**config.mk**
```make
export PLATFORM = sky130hd
export DESIGN_NAME = adsr_envelope
export DESIGN_NICKNAME = d
export VERILOG_FILES = /design/src/rtl/adsr_envelope.sv
export SDC_FILE = /design/constraint.sdc
export NUM_CORES = 1
export LEC_CHECK = 0
export CAP_MARGIN = 20
export CORE_ASPECT_RATIO = 0.5
export CORE_MARGIN = 3
export CORE_UTILIZATION = 50
export DETAILED_ROUTE_END_ITERATION = 7
export GPL_TIMING_DRIVEN = 0
export PLACE_DENSITY = 0.72
export SKIP_LAST_GASP = 1
export SLEW_MARGIN = 20
export SYNTH_ARGS = -nofsm -noshare
export SYNTH_HDL_FRONTEND = slang
export SYNTH_SLANG_ARGS = --single-unit
```
**constraint.sdc**
```tcl
create_clock -name clk -period 6.1 [get_ports clk]
set_clock_uncertainty 0.1 [all_clocks]
set_input_delay 1.22 -clock clk [delete_from_list [all_inputs] [get_ports clk]]
set_output_delay 1.22 -clock clk [all_outputs]
set_load 0.01 [all_outputs]
```
**src/rtl/adsr_envelope.sv**
```systemverilog
// adsr_envelope
// ADSR amplitude envelope between the waveform source and the PWM DAC.
// A gate-driven FSM advances a 16-bit envelope once per prescaled tick, and
// every sample is scaled about midscale (32768) by that envelope, so a
// released gate settles to silence at midscale with no DC step.
//
// Ports
//   clk            system clock (CLK100MHZ at top level)
//   rst            asynchronous, active-high reset
//   gate           note on/off, already synchronous to clk
//   attack_rate    attack step - 1 per tick
//   decay_rate     decay step - 1 per tick
//   sustain_level  sustain target, replicated to {sustain_level, sustain_level}
//   release_rate   release step - 1 per tick
//   sample_in      offset-binary sample, midscale 32768
//   level_out      scaled offset-binary sample, 2 clk after sample_in
//   env_out        current envelope value
//   state_out      IDLE=0, ATTACK=1, DECAY=2, SUSTAIN=3, RELEASE=4
//   busy           state_out != IDLE
//
// state   | meaning
// --------+---------------------------------------------------------------
// IDLE    | silent, env holds (0 after a completed release)
// ATTACK  | env rises by attack step per tick until it saturates at 65535
// DECAY   | env falls by decay step per tick down to the sustain target
// SUSTAIN | env tracks the sustain target on every tick
// RELEASE | env falls by release step per tick down to 0, then IDLE

module adsr_envelope #(
   parameter int TICK_DIV = 1000
) (
   input  logic        clk,
   input  logic        rst,
   input  logic        gate,
   input  logic [7:0]  attack_rate,
   input  logic [7:0]  decay_rate,
   input  logic [7:0]  sustain_level,
   input  logic [7:0]  release_rate,
   input  logic [15:0] sample_in,
   output logic [15:0] level_out,
   output logic [15:0] env_out,
   output logic [2:0]  state_out,
   output logic        busy
);

   typedef enum logic [2:0] {
      S_IDLE    = 3'd0,
      S_ATTACK  = 3'd1,
      S_DECAY   = 3'd2,
      S_SUSTAIN = 3'd3,
      S_RELEASE = 3'd4
   } state_t;

   localparam int CNT_W = (TICK_DIV > 2) ? $clog2(TICK_DIV) : 1;
   localparam logic [CNT_W-1:0] CNT_LOAD = CNT_W'(TICK_DIV - 1);

   state_t            state;
   state_t            state_nxt;
   logic [15:0]       env;
   logic [15:0]       env_nxt;
   logic              gate_q;
   logic              rise;
   logic              fall;
   logic              tick;
   logic [CNT_W-1:0]  tick_cnt;

   logic [15:0]       sus_tgt;
   logic [16:0]       step_a;
   logic [16:0]       step_d;
   logic [16:0]       step_r;
   logic [16:0]       sum_a;
   logic signed [16:0] diff_d;
   logic signed [16:0] diff_r;

   logic signed [15:0] smp_s;
   logic signed [16:0] env_s;
   logic signed [32:0] prod;
   logic signed [32:0] prod_q;
   logic [15:0]        level_q;
   logic               unused_prod_bits;

   // Tick timer: down-counter reloaded on terminal count, so the first tick
   // lands TICK_DIV cycles after reset and every TICK_DIV cycles thereafter.
   always_ff @(posedge clk or posedge rst) begin
      if (rst) begin
         tick_cnt <= CNT_LOAD;
      end else if (tick) begin
         tick_cnt <= CNT_LOAD;
      end else begin
         tick_cnt <= tick_cnt - 1'b1;
      end
   end

   assign tick = (tick_cnt == '0);
   assign rise = gate & ~gate_q;
   assign fall = ~gate & gate_q;

   always_ff @(posedge clk or posedge rst) begin
      if (rst) begin
         state  <= S_IDLE;
         env    <= 16'd0;
         gate_q <= 1'b0;
      end else begin
         state  <= state_nxt;
         env    <= env_nxt;
         gate_q <= gate;
      end
   end

   // Decay/release differences are signed 17-bit so a step larger than env
   // goes negative instead of wrapping past the target.
   always_comb begin
      sus_tgt   = {sustain_level, sustain_level};
      step_a    = {9'd0, attack_rate} + 17'd1;
      step_d    = {9'd0, decay_rate} + 17'd1;
      step_r    = {9'd0, release_rate} + 17'd1;
      sum_a     = {1'b0, env} + step_a;
      diff_d    = signed'({1'b0, env} - step_d);
      diff_r    = signed'({1'b0, env} - step_r);
      state_nxt = state;
      env_nxt   = env;

      // Any gate edge owns the cycle; a coincident tick's env update is lost.
      if (rise) begin
         state_nxt = S_ATTACK;
      end else if (fall) begin
         if (state == S_ATTACK || state == S_DECAY || state == S_SUSTAIN) begin
            state_nxt = S_RELEASE;
         end
      end else if (tick) begin
         case (state)
            S_ATTACK: begin
               if (sum_a >= 17'd65535) begin
                  env_nxt   = 16'hFFFF;
                  state_nxt = S_DECAY;
               end else begin
                  env_nxt = sum_a[15:0];
               end
            end
            S_DECAY: begin
               if (diff_d <= signed'({1'b0, sus_tgt})) begin
                  env_nxt   = sus_tgt;
                  state_nxt = S_SUSTAIN;
               end else begin
                  env_nxt = diff_d[15:0];
               end
            end
            S_SUSTAIN: begin
               env_nxt = sus_tgt;
            end
            S_RELEASE: begin
               if (diff_r <= 17'sd0) begin
                  env_nxt   = 16'd0;
                  state_nxt = S_IDLE;
               end else begin
                  env_nxt = diff_r[15:0];
               end
            end
            default: begin
               env_nxt = env;
            end
         endcase
      end
   end

   // Scaling: centre the sample, multiply by the unsigned envelope, floor
   // shift by 16 and re-bias. |product| < 2^31, so the top bit and the low
   // 16 bits never reach the output.
   assign smp_s = signed'(sample_in ^ 16'h8000);
   assign env_s = signed'({1'b0, env});
   assign prod  = smp_s * env_s;

   always_ff @(posedge clk or posedge rst) begin
      if (rst) begin
         prod_q  <= '0;
         level_q <= 16'h8000;
      end else begin
         prod_q  <= prod;
         level_q <= prod_q[31:16] ^ 16'h8000;
      end
   end

   assign unused_prod_bits = ^{prod_q[32], prod_q[15:0]};

   assign level_out = level_q;
   assign env_out   = env;
   assign state_out = state;
   assign busy      = (state != S_IDLE);

endmodule

```
==> results.md, run 1 <==
- Max Clk Rate: 150 MHz
- Crit-path leading delay family: adder cells
- Total Wirelength: 36,500 um
- CTS sink cnt: 62
- Final worst setup slack: -563 ps
- Fillers: 2,158
- Critical Path Fanout Max: 5
- Yosys top cell area share: 30.1%
- Adder-cell area share of the yosys netlist: 45.1%
- CP most frequent cell: fa_1
- Syn Nets: 1,882
- Synth Area in Compound Gates: 10.3%
- Failing checks: setup timing
- Worst hold path type: reg2reg
- Chip height: 120 um
- Clock Path Buffers: 2
- Die Area: 28,200 um2
- Die Width: 234 um
- Worst setup SP type: input port
- RSZ-0062 raised after global routing: yes
- Buf+Inv Stages, Crit Path: 6
- All-Layer GR Usage: 27.0%
- Max-slew violation count: 0
- Setup-failing EPs final: 15
- Worst path max stage delay: 590 ps
- Top cell type by total area after synthesis: fa_1
- Cts bufs inserted: 9
- Slew HR: 27.7%
- Pin count of the biggest net entering global routing: 59
- Row cnt: 41
- Clock Tree Root: clkbuf_16
- Mux contribution to synthesized area: 0.585%
- Most frequent cells after synthesis: inv_1 (283), fa_1 (196), ha_1 (157)
- Top cells by area, synth: fa_1 (30%), ha_1 (15%), dfrtp_1 (10%), inv_1 (8.1%), and2_1 (6.1%)
- Asr flop ratio synth: 100%
- DRC violations left: 0
- Status: finished with violations
- Total Nets Final: 2,019
- Share of layout cells above drive strength 1: 14.4%
- Worst path cell trace: buf_12 > buf_8 > and2_4 > fa_1 > inv_2 > fa_2 > fa_1 > fa_1 > inv_1 > fa_1 > fa_2 > ha_4 > o21ai_4 > a21oi_2 > a311oi_2 > buf_4 > buf_6 > o21ai_4 > o211ai_1 > nand2_1 > o41ai_2 > xnor2_1
- Largest family of logic cells by synthesized area: adder cells
- Primary FF master, synth: dfrtp_1
- Maxcap violations: 0
- CTS tree: done
- 1st-pass router iterations: 7
- Number of buffers added on ports: 86
- Post-synthesis cell type count: 84
- Count leader, synth: inv_1
- Simple-gate share of the synthesized area: 18.7%
- Initial core utilization: 51.3%
- Worst-margin pin slew: 1070 ps
- Place WS: -1840 ps
- DRT antenna net count: 0
- Hpwl dp: 29,200 um
- GRT overflow: 0
- Synthesized cell area: 13,100 um2
- Via count of the first global-routing pass: 11,500
- DR vias/cell: 5.60
- Post-synth EDFFs: 0
- Register area share after synthesis: 12.0%
- P&R area growth vs syn: 19.3%
- Worst endpoint required time: 6260 ps
- Core area: 25,400 um2
- Routed len/inst: 18.6 um
- Iter 0 DRT Violations: 795
- CP endpoint kind: flip-flop
- Initial antenna violation count: 0
- Final period utilization: 109%
- Clk pin slew, worst setup/hold paths: 60 ps
- CTS H-Tree Depth: 3
- Vias: 11,000
- Critical path data arrival time: 6820 ps
- Latest clock arrival within the worst-skew pair: 340 ps
- CP max-delay cell: fa_2
- Flops & latches, synth: 62
- N_diodes: 0
- Syn avg cell area: 8.83 um2
- Final Hold Fails: 0
- Mapped Cells: 1,478
- First-pass GRT wire length: 59,400 um
- XOR/XNOR share of the synthesized area: 3.36%
- Num ports: 87
- RePlAce Congestion: 0.940
- CTS Hold Bufs: 0
- Critical path class: in2reg
- Yosys Warn Count: 0
- Final Critical Period: 6660 ps
==> path summary, 6_finish.rpt <==
check / startpoint / cells past startpoint / slack [ps] / to
setup / recovery: sample_in[5] / 22 / -560 / prod_q[31]
hold / removal: prod_q[22] / 0 / 250 / level_out[6]
setup reg to reg: env_out[8] / 21 / -500 / prod_q[31]
hold reg to reg: prod_q[22] / 0 / 250 / level_out[6]
max in group asynchronous: rst / 3 / 4370 / level_out[15]
min in group asynchronous: rst / 2 / 1000 / gate_q
==> kinds of logic after synthesis <==
family,after synthesis
AND/OR/NAND/NOR,478
adder cells (fa/ha/maj),353
buffers and inverters,340
AO/OA/AOI/OAI,188
flip-flops,62
XOR/XNOR,50
multiplexers,7
==> registers in the layout, indices dropped and copies added (netlist names) <==
register,cells
level_out,16
gate_q,1
tick_cnt,10
prod_q,16
state_out,3
env_out,16
==> what timing repair did <==
item	CTS	global route
pin swaps	29	28
setup buffers	23	19
gates resized for setup	128	94
setup endpoints to repair	23	21
==> cell usage in the layout (no fill, tap or decap), types with 8 or more instances in the layout <==
cell / instances
a21oi_1: 29
or2_2: 8
dfrtp_1: 49
clkbuf_16: 10
and2_1: 117
ha_4: 8
buf_8: 11
dfstp_2: 9
xnor2_1: 38
fa_1: 181
o211ai_1: 12
ha_1: 149
nand4_1: 11
buf_2: 10
clkbuf_1: 8
nor2_1: 65
o21ai_0: 26
nor2b_1: 9
nand3_1: 15
fa_2: 15
a21o_1: 9
clkdlybuf4s50_1: 71
and2_4: 10
nor4_1: 9
o21ai_1: 8
inv_1: 274
buf_6: 11
inv_2: 9
nand2_1: 152
a221oi_1: 8
nor3_1: 31
buf_4: 42
xor2_1: 12
clkbuf_2: 12
==> metrics by stage <==
step | setup TNS, ps | utilization (%) | cells | instance area, um2 | hold slack (ps)
finish | -6040 | 61.2 | 1964 | 15600 | 246
global route | -7870 | 61.2 | 1964 | 15600 | 247
CTS | -6470 | 60.0 | 1946 | 15300 | 247
detailed placement | -28730 | 57.3 | 1909 | 14600 | 235
global placement | -25020 | 57.2 | 1908 | 14500 | 233
floorplan | -1380 | - | 1478 | 13300 | 231
==> metal layers <==
metal	track usage, %	share of wire (%)	wire [um]	vias to the layer above
met4	7.32	2.8	1020	0
met5	0	0	0	-
li1	-	-	-	5019
met1	35.6	42	15500	5473
met2	45.6	47	17300	425
met3	5.39	7.2	2640	78
==> area by class of cell <==
type | instances | area [um2] | area share (%)
Buffer | 51 | 418 | 2.69
Timing Repair Buffer | 129 | 1220 | 7.82
Multi-Input combinational cell | 1076 | 10500 | 67.7
Clock inverter | 5 | 63.8 | 0.410
Sequential cell | 62 | 1570 | 10.1
Clock buffer | 11 | 253 | 1.62
Inverter | 286 | 1080 | 6.94
Tap cell | 344 | 430 | 2.77
==> worst reg2reg max path: stages, from the launching register on <==
cell and delay (ps):
dfrtp_1 400, buf_4 320, clkbuf_2 350, nand2_1 130, fa_1 530, fa_2 600
fa_1 430, fa_1 500, inv_1 50, fa_1 480, fa_2 590, ha_4 220
o21ai_4 150, a21oi_2 90, a311oi_2 270, buf_4 180, buf_6 100, o21ai_4 70
o211ai_1 300, nand2_1 150, o41ai_2 350, xnor2_1 150
Power of run 1 is not shown: default switching activity piles up to over one toggle a cycle in this logic, so the estimate is an artifact.
==> run 2: changes to the inputs <==
--- a/config.mk
+++ b/config.mk
@@ -13,7 +13,6 @@
 export GPL_TIMING_DRIVEN = 0
 export PLACE_DENSITY = 0.72
 export SKIP_LAST_GASP = 1
-export SLEW_MARGIN = 20
 export SYNTH_ARGS = -nofsm -noshare
 export SYNTH_HDL_FRONTEND = slang
 export SYNTH_SLANG_ARGS = --single-unit
==> run 2 against run 1 <==
  * Highest routed layer unchanged
  * Register-to-register slack gained 50 ps
  * Non-clock buffer count grew 5
  * The run still ends with setup timing left
  * Final cell count increased by 0.25%
==> results.md, run 2 (synthesized netlist as in run 1, its figures left out) <==
- Status: finished with violations
- Failing checks: setup timing
- Clk pin slew, worst setup/hold paths: 60 ps
- Row cnt: 41
- Multi-input gate area: 10,600 um2
- RePlAce Congestion: 0.940
- Worst endpoint required time: 6260 ps
- All-Layer GR Usage: 27.4%
- P&R area growth vs syn: 20.0%
- Cts bufs inserted: 9
- Final period utilization: 108%
- Chip height: 120 um
- Vias: 11,100
- Die Width: 234 um
- Die Area: 28,200 um2
- CTS tree: done
- Critical path class: in2reg
- Final Hold Fails: 0
- Clock Tree Root: clkbuf_16
- Initial core utilization: 51.3%
- GRT overflow: 0
- Worst path cell trace: buf_12 > buf_8 > and2_4 > fa_1 > inv_2 > fa_2 > fa_1 > fa_1 > inv_2 > fa_1 > fa_2 > ha_4 > o21ai_4 > a21oi_4 > a311oi_2 > buf_4 > o21ai_4 > o211ai_1 > buf_4 > nand3b_1 > a21oi_2 > xnor2_1
- Most frequent cells in the layout: inv_1 (268), fa_1 (180), nand2_1 (150)
- Core area: 25,400 um2
- Via count of the first global-routing pass: 12,000
- Hpwl dp: 29,400 um
- Final worst setup slack: -513 ps
- Worst hold path type: reg2reg
- Share of layout cells above drive strength 1: 15.9%
- Clock Path Buffers: 2
- Worst setup SP type: input port
- 1st-pass router iterations: 6
- Final non-filler cell total: 1,969
- Total Wirelength: 36,900 um
- Latest clock arrival within the worst-skew pair: 340 ps
- CP endpoint kind: flip-flop
- Seq. cell area: 1570 um2
- DR vias/cell: 5.65
- Fillers: 2,185
- N_diodes: 0
- CTS H-Tree Depth: 3
- Max-slew violation count: 0
- Final Critical Period: 6610 ps
- Num ports: 87
- CP max-delay cell: fa_2
- Max Clk Rate: 151 MHz
- Worst-margin pin slew: 1050 ps
- CTS sink cnt: 62
- Critical Path Fanout Max: 6
- Iter 0 DRT Violations: 860
- CP most frequent cell: fa_1
- First-pass GRT wire length: 60,800 um
- Routed len/inst: 18.8 um
- Slew HR: 29.5%
- RSZ-0062 raised after global routing: yes
- Initial antenna violation count: 0
- DRC violations left: 0
- Worst path max stage delay: 580 ps
- DRT antenna net count: 0
- Number of buffers added on ports: 86
- Placed Instances: 1,909
- Total Nets Final: 2,024
- Maxcap violations: 0
- Critical path data arrival time: 6770 ps
- Pin count of the biggest net entering global routing: 36
- Commonest non-fill, non-tap cell in the layout: inv_1
- Setup-failing EPs final: 15
run 2: cell types whose count changed in the layout (fill, tap and decap cells not counted), moves of 2 or more:
| cell | delta |
|---|---|
| inv_2 | +7 |
| inv_1 | -6 |
| buf_4 | +4 |
| buf_6 | +4 |
| and2_1 | -3 |
| and2_4 | +3 |
| nor2_1 | -3 |
| buf_12 | +2 |
| buf_8 | -2 |
| clkbuf_4 | -2 |
| ha_1 | -2 |
| nand2_1 | -2 |
| nor2_2 | +2 |
run 2: metrics by stage:
| step | setup TNS [ps] | utilization, % | setup slack [ps] | hold slack, ps | instance area (um2) |
|---|---|---|---|---|---|
| floorplan | -1380 | - | -270 | 231 | 13300 |
| global placement | -25020 | 57.2 | -1710 | 233 | 14500 |
| detailed placement | -28170 | 57.2 | -1800 | 236 | 14600 |
| CTS | -5080 | 60.5 | -592 | 246 | 15400 |
| global route | -7150 | 61.6 | -632 | 249 | 15700 |
| finish | -5280 | 61.6 | -513 | 247 | 15700 |
run 2: worst paths after layout:
check | slack, ps | start | cells past startpoint | endpoint
setup / recovery | -510 | sample_in[5] | 22 | prod_q[30]
hold / removal | 250 | prod_q[16] | 0 | level_out[0]
setup reg to reg | -450 | env_out[8] | 21 | prod_q[30]
hold reg to reg | 250 | prod_q[16] | 0 | level_out[0]
max in group asynchronous | 4070 | rst | 3 | level_out[15]
min in group asynchronous | 1170 | rst | 2 | gate_q
run 2: final cells by class:
type | count | share of cell area, %
Tap cell | 344 | 2.75
Inverter | 286 | 6.88
Buffer | 51 | 2.76
Sequential cell | 62 | 10.0
Timing Repair Buffer | 134 | 8.19
Multi-Input combinational cell | 1076 | 67.6
Clock inverter | 4 | 0.208
Clock buffer | 12 | 1.57
run 2: what timing repair did:
action / CTS / global route
setup buffers: 39 / 11
hold endpoints to repair: 0 / 0
pin swaps: 39 / 47
cloned: 1 / 0
hold buffers: 0 / 0
gates resized for setup: 166 / 89
endpoints found under the setup margin: 23 / 22
run 2: critical path: cells and delay by family:
kind	cells	cell delay, ps
buffers and inverters	6	660
xor gates and xnor gates	1	130
AOI/OAI and AO/OA	6	1130
and+or+nand+nor	2	290
adders and majority gates	7	3310
run 2: metal layers:
layer	up-vias	GRT usage [%]	part of all wire [%]
met5	-	0	0
met4	0	7.47	2.7
met3	84	5.53	7.1
met2	417	46.5	48
met1	5594	35.9	42
li1	5022	-	-
Power of run 2 is left out for the same reason.
==> run 3: changes to the inputs <==
--- a/config.mk
+++ b/config.mk
@@ -8,10 +8,11 @@
 export CAP_MARGIN = 20
 export CORE_ASPECT_RATIO = 0.5
 export CORE_MARGIN = 3
-export CORE_UTILIZATION = 50
+export CORE_UTILIZATION = 55
 export DETAILED_ROUTE_END_ITERATION = 7
 export GPL_TIMING_DRIVEN = 0
-export PLACE_DENSITY = 0.72
+export PLACE_DENSITY = 0.78
+export SETUP_SLACK_MARGIN = 0.2
 export SKIP_LAST_GASP = 1
 export SYNTH_ARGS = -nofsm -noshare
 export SYNTH_HDL_FRONTEND = slang
==> run 3 against run 2 <==
  * The run still ends with setup timing left
  * Register-to-register slack lost 70 ps
  * Critical path depth up 1
  * Die area decreased by 8.8%
  * Count of clock-buffer cells in the layout down 3
  * First-iteration DRC count rose by 14%
  * Setup slack worse by 48 ps
  * Wire length grew 1.2%
  * Design area is 0.65% higher
  * Non-clock buffer count shrank 1
  * Global-route usage rose by 1.9 points
  * Fmax down 0.72%
  * Critical endpoint is now prod_q[31]
  * Core utilization up 6.7 points
==> results.md, run 3 (synthesized netlist as in run 1, its figures left out) <==
- Final Hold Fails: 0
- Area post-placement: 14,600 um2
- CTS H-Tree Depth: 3
- Cts bufs inserted: 9
- Via count of the first global-routing pass: 11,800
- All-Layer GR Usage: 29.3%
- RePlAce Congestion: 0.957
- Worst-margin pin slew: 1170 ps
- GRT overflow: 0
- Row cnt: 39
- CTS tree: done
- Hold path start: prod_q[20]
- Initial core utilization: 56.5%
- Multi-input gate area: 10,700 um2
- Number of buffers added on ports: 86
- 1st-pass router iterations: 5
- Final core occ: 68.3%
- Final Critical Period: 6660 ps
- Latest clock arrival within the worst-skew pair: 350 ps
- DR vias/cell: 5.82
- Worst endpoint required time: 6270 ps
- Worst hold path type: reg2reg
- Total Wirelength: 37,400 um
- Max-slew violation count: 0
- CTS Hold Bufs: 0
- Busiest grt layer: met2
- Critical path data arrival time: 6830 ps
- Slew HR: 21.5%
- Failing checks: setup timing
- Met1 usage: 36.0%
- Final hold slack: 247 ps
- RSZ-0062 raised after global routing: yes
- Clock Path Buffers: 2
- Worst setup path end: prod_q[31]
- CTS sink cnt: 62
- Maxcap violations: 0
- Worst setup SP type: input port
- Hpwl dp: 29,000 um
- Most frequent cells in the layout: inv_1 (271), fa_1 (183), nand2_1 (152)
- Clock Tree Root: clkbuf_16
- Reg2Reg Setup Slack: -520 ps
- Met3 Use GR: 7.35%
- DRT antenna net count: 0
- Chip height: 115 um
- Final period utilization: 109%
- Share of layout cells above drive strength 1: 15.9%
- Commonest non-fill, non-tap cell in the layout: inv_1
- DRC violations left: 0
- CP max-delay cell: fa_1
- First-pass GRT wire length: 58,600 um
- Vias: 11,200
- Place WS: -1790 ps
- Reg2Reg Depth: 23
- Seq. cell area: 1570 um2
- Num ports: 87
- Status: finished with violations
- Met2 usage: 49.8%
- Die Width: 224 um
- N_diodes: 0
- P&R area growth vs syn: 20.8%
- CP Launch Point: sample_in[4]
- Setup-failing EPs final: 15
- Max Clk Rate: 150 MHz
- Core area: 23,100 um2
- Worst path cell trace: buf_12 > clkbuf_16 > buf_8 > and2_4 > fa_1 > inv_2 > fa_1 > fa_1 > inv_1 > fa_1 > fa_1 > inv_1 > fa_1 > inv_2 > ha_4 > a21o_1 > a21oi_4 > or2_4 > o21ai_4 > o211ai_1 > nand2_1 > o41ai_2 > xnor2_1
- Total Nets Final: 2,023
- FF-to-FF Start: env_out[4]
- Final worst setup slack: -561 ps
- Critical Path Fanout Max: 6
- Terminus of the critical flop-to-flop path: prod_q[31]
- Pin count of the biggest net entering global routing: 34
- Iter 0 DRT Violations: 980
- Fillers: 1,780
- CP endpoint kind: flip-flop
- Initial antenna violation count: 2
- Critical path class: in2reg
- Die Area: 25,700 um2
- CP most frequent cell: fa_1
- Final Cell Area: 15,800 um2
- Routed len/inst: 19.3 um
- Clk pin slew, worst setup/hold paths: 60 ps
- Worst path max stage delay: 550 ps
run 3: changes by cell type in the layout (fill, tap and decap cells not counted), sizes merged:
cell           delta
buf              -12
clkbuf            +7
bufinv            +1
clkdlybuf4s15     +1
clkdlybuf4s50     -1
clkinv            +1
dlymetal6s2s      +1
inv               +1
run 3: through the flow:
stage	setup TNS, ps	std cells
after CTS	-5660	1911
after global routing	-8260	1931
after floorplan	-1340	1478
after detailed placement	-25760	1872
final	-6260	1931
after global placement	-24720	1871
run 3: how the worst min path moves through the flow:
stage / to / cells after the start
5_1_grt: level_out[7] / 0
3_3_place_gp: level_out[3] / 0
2_1_floorplan: level_out[0] / 0
6_report: level_out[4] / 0
4_1_cts: level_out[12] / 0
3_5_place_dp: level_out[3] / 0
run 3: area by class of cell:
cell class                 count  area share, %
buffer                        54           2.89
clock buffer                   9           1.43
clock inverter                 7          0.508
inverter                     286           6.83
multi-input combinational   1076           68.0
sequential                    62           9.94
tap                          307           2.44
timing repair buffer         130           8.00
run 3: worst max-delay path, delay by kind of cell:
| kind | cells | cell delay, ps |
|---|---|---|
| buffers and inverters | 7 | 570 |
| AND/OR/NAND/NOR | 3 | 450 |
| adder cells (fa/ha/maj) | 7 | 3240 |
| XOR/XNOR | 1 | 150 |
| AO/OA/AOI/OAI | 5 | 1170 |
run 3: timing repair:
item / 4_1_cts / 5_1_grt
pin swaps: 36 / 78
setup buffers: 23 / 20
endpoints found under the hold margin: 0 / 0
resized for setup: 143 / 103
setup endpoints to repair: 25 / 34
run 3: layer usage:
metal / up-vias / part of all wire, %
met3: 132 / 9.1
met5: - / 0.035
met1: 5526 / 40
li1: 5024 / -
met4: 2 / 4.1
met2: 548 / 47
Power of run 3 is left out for the same reason.
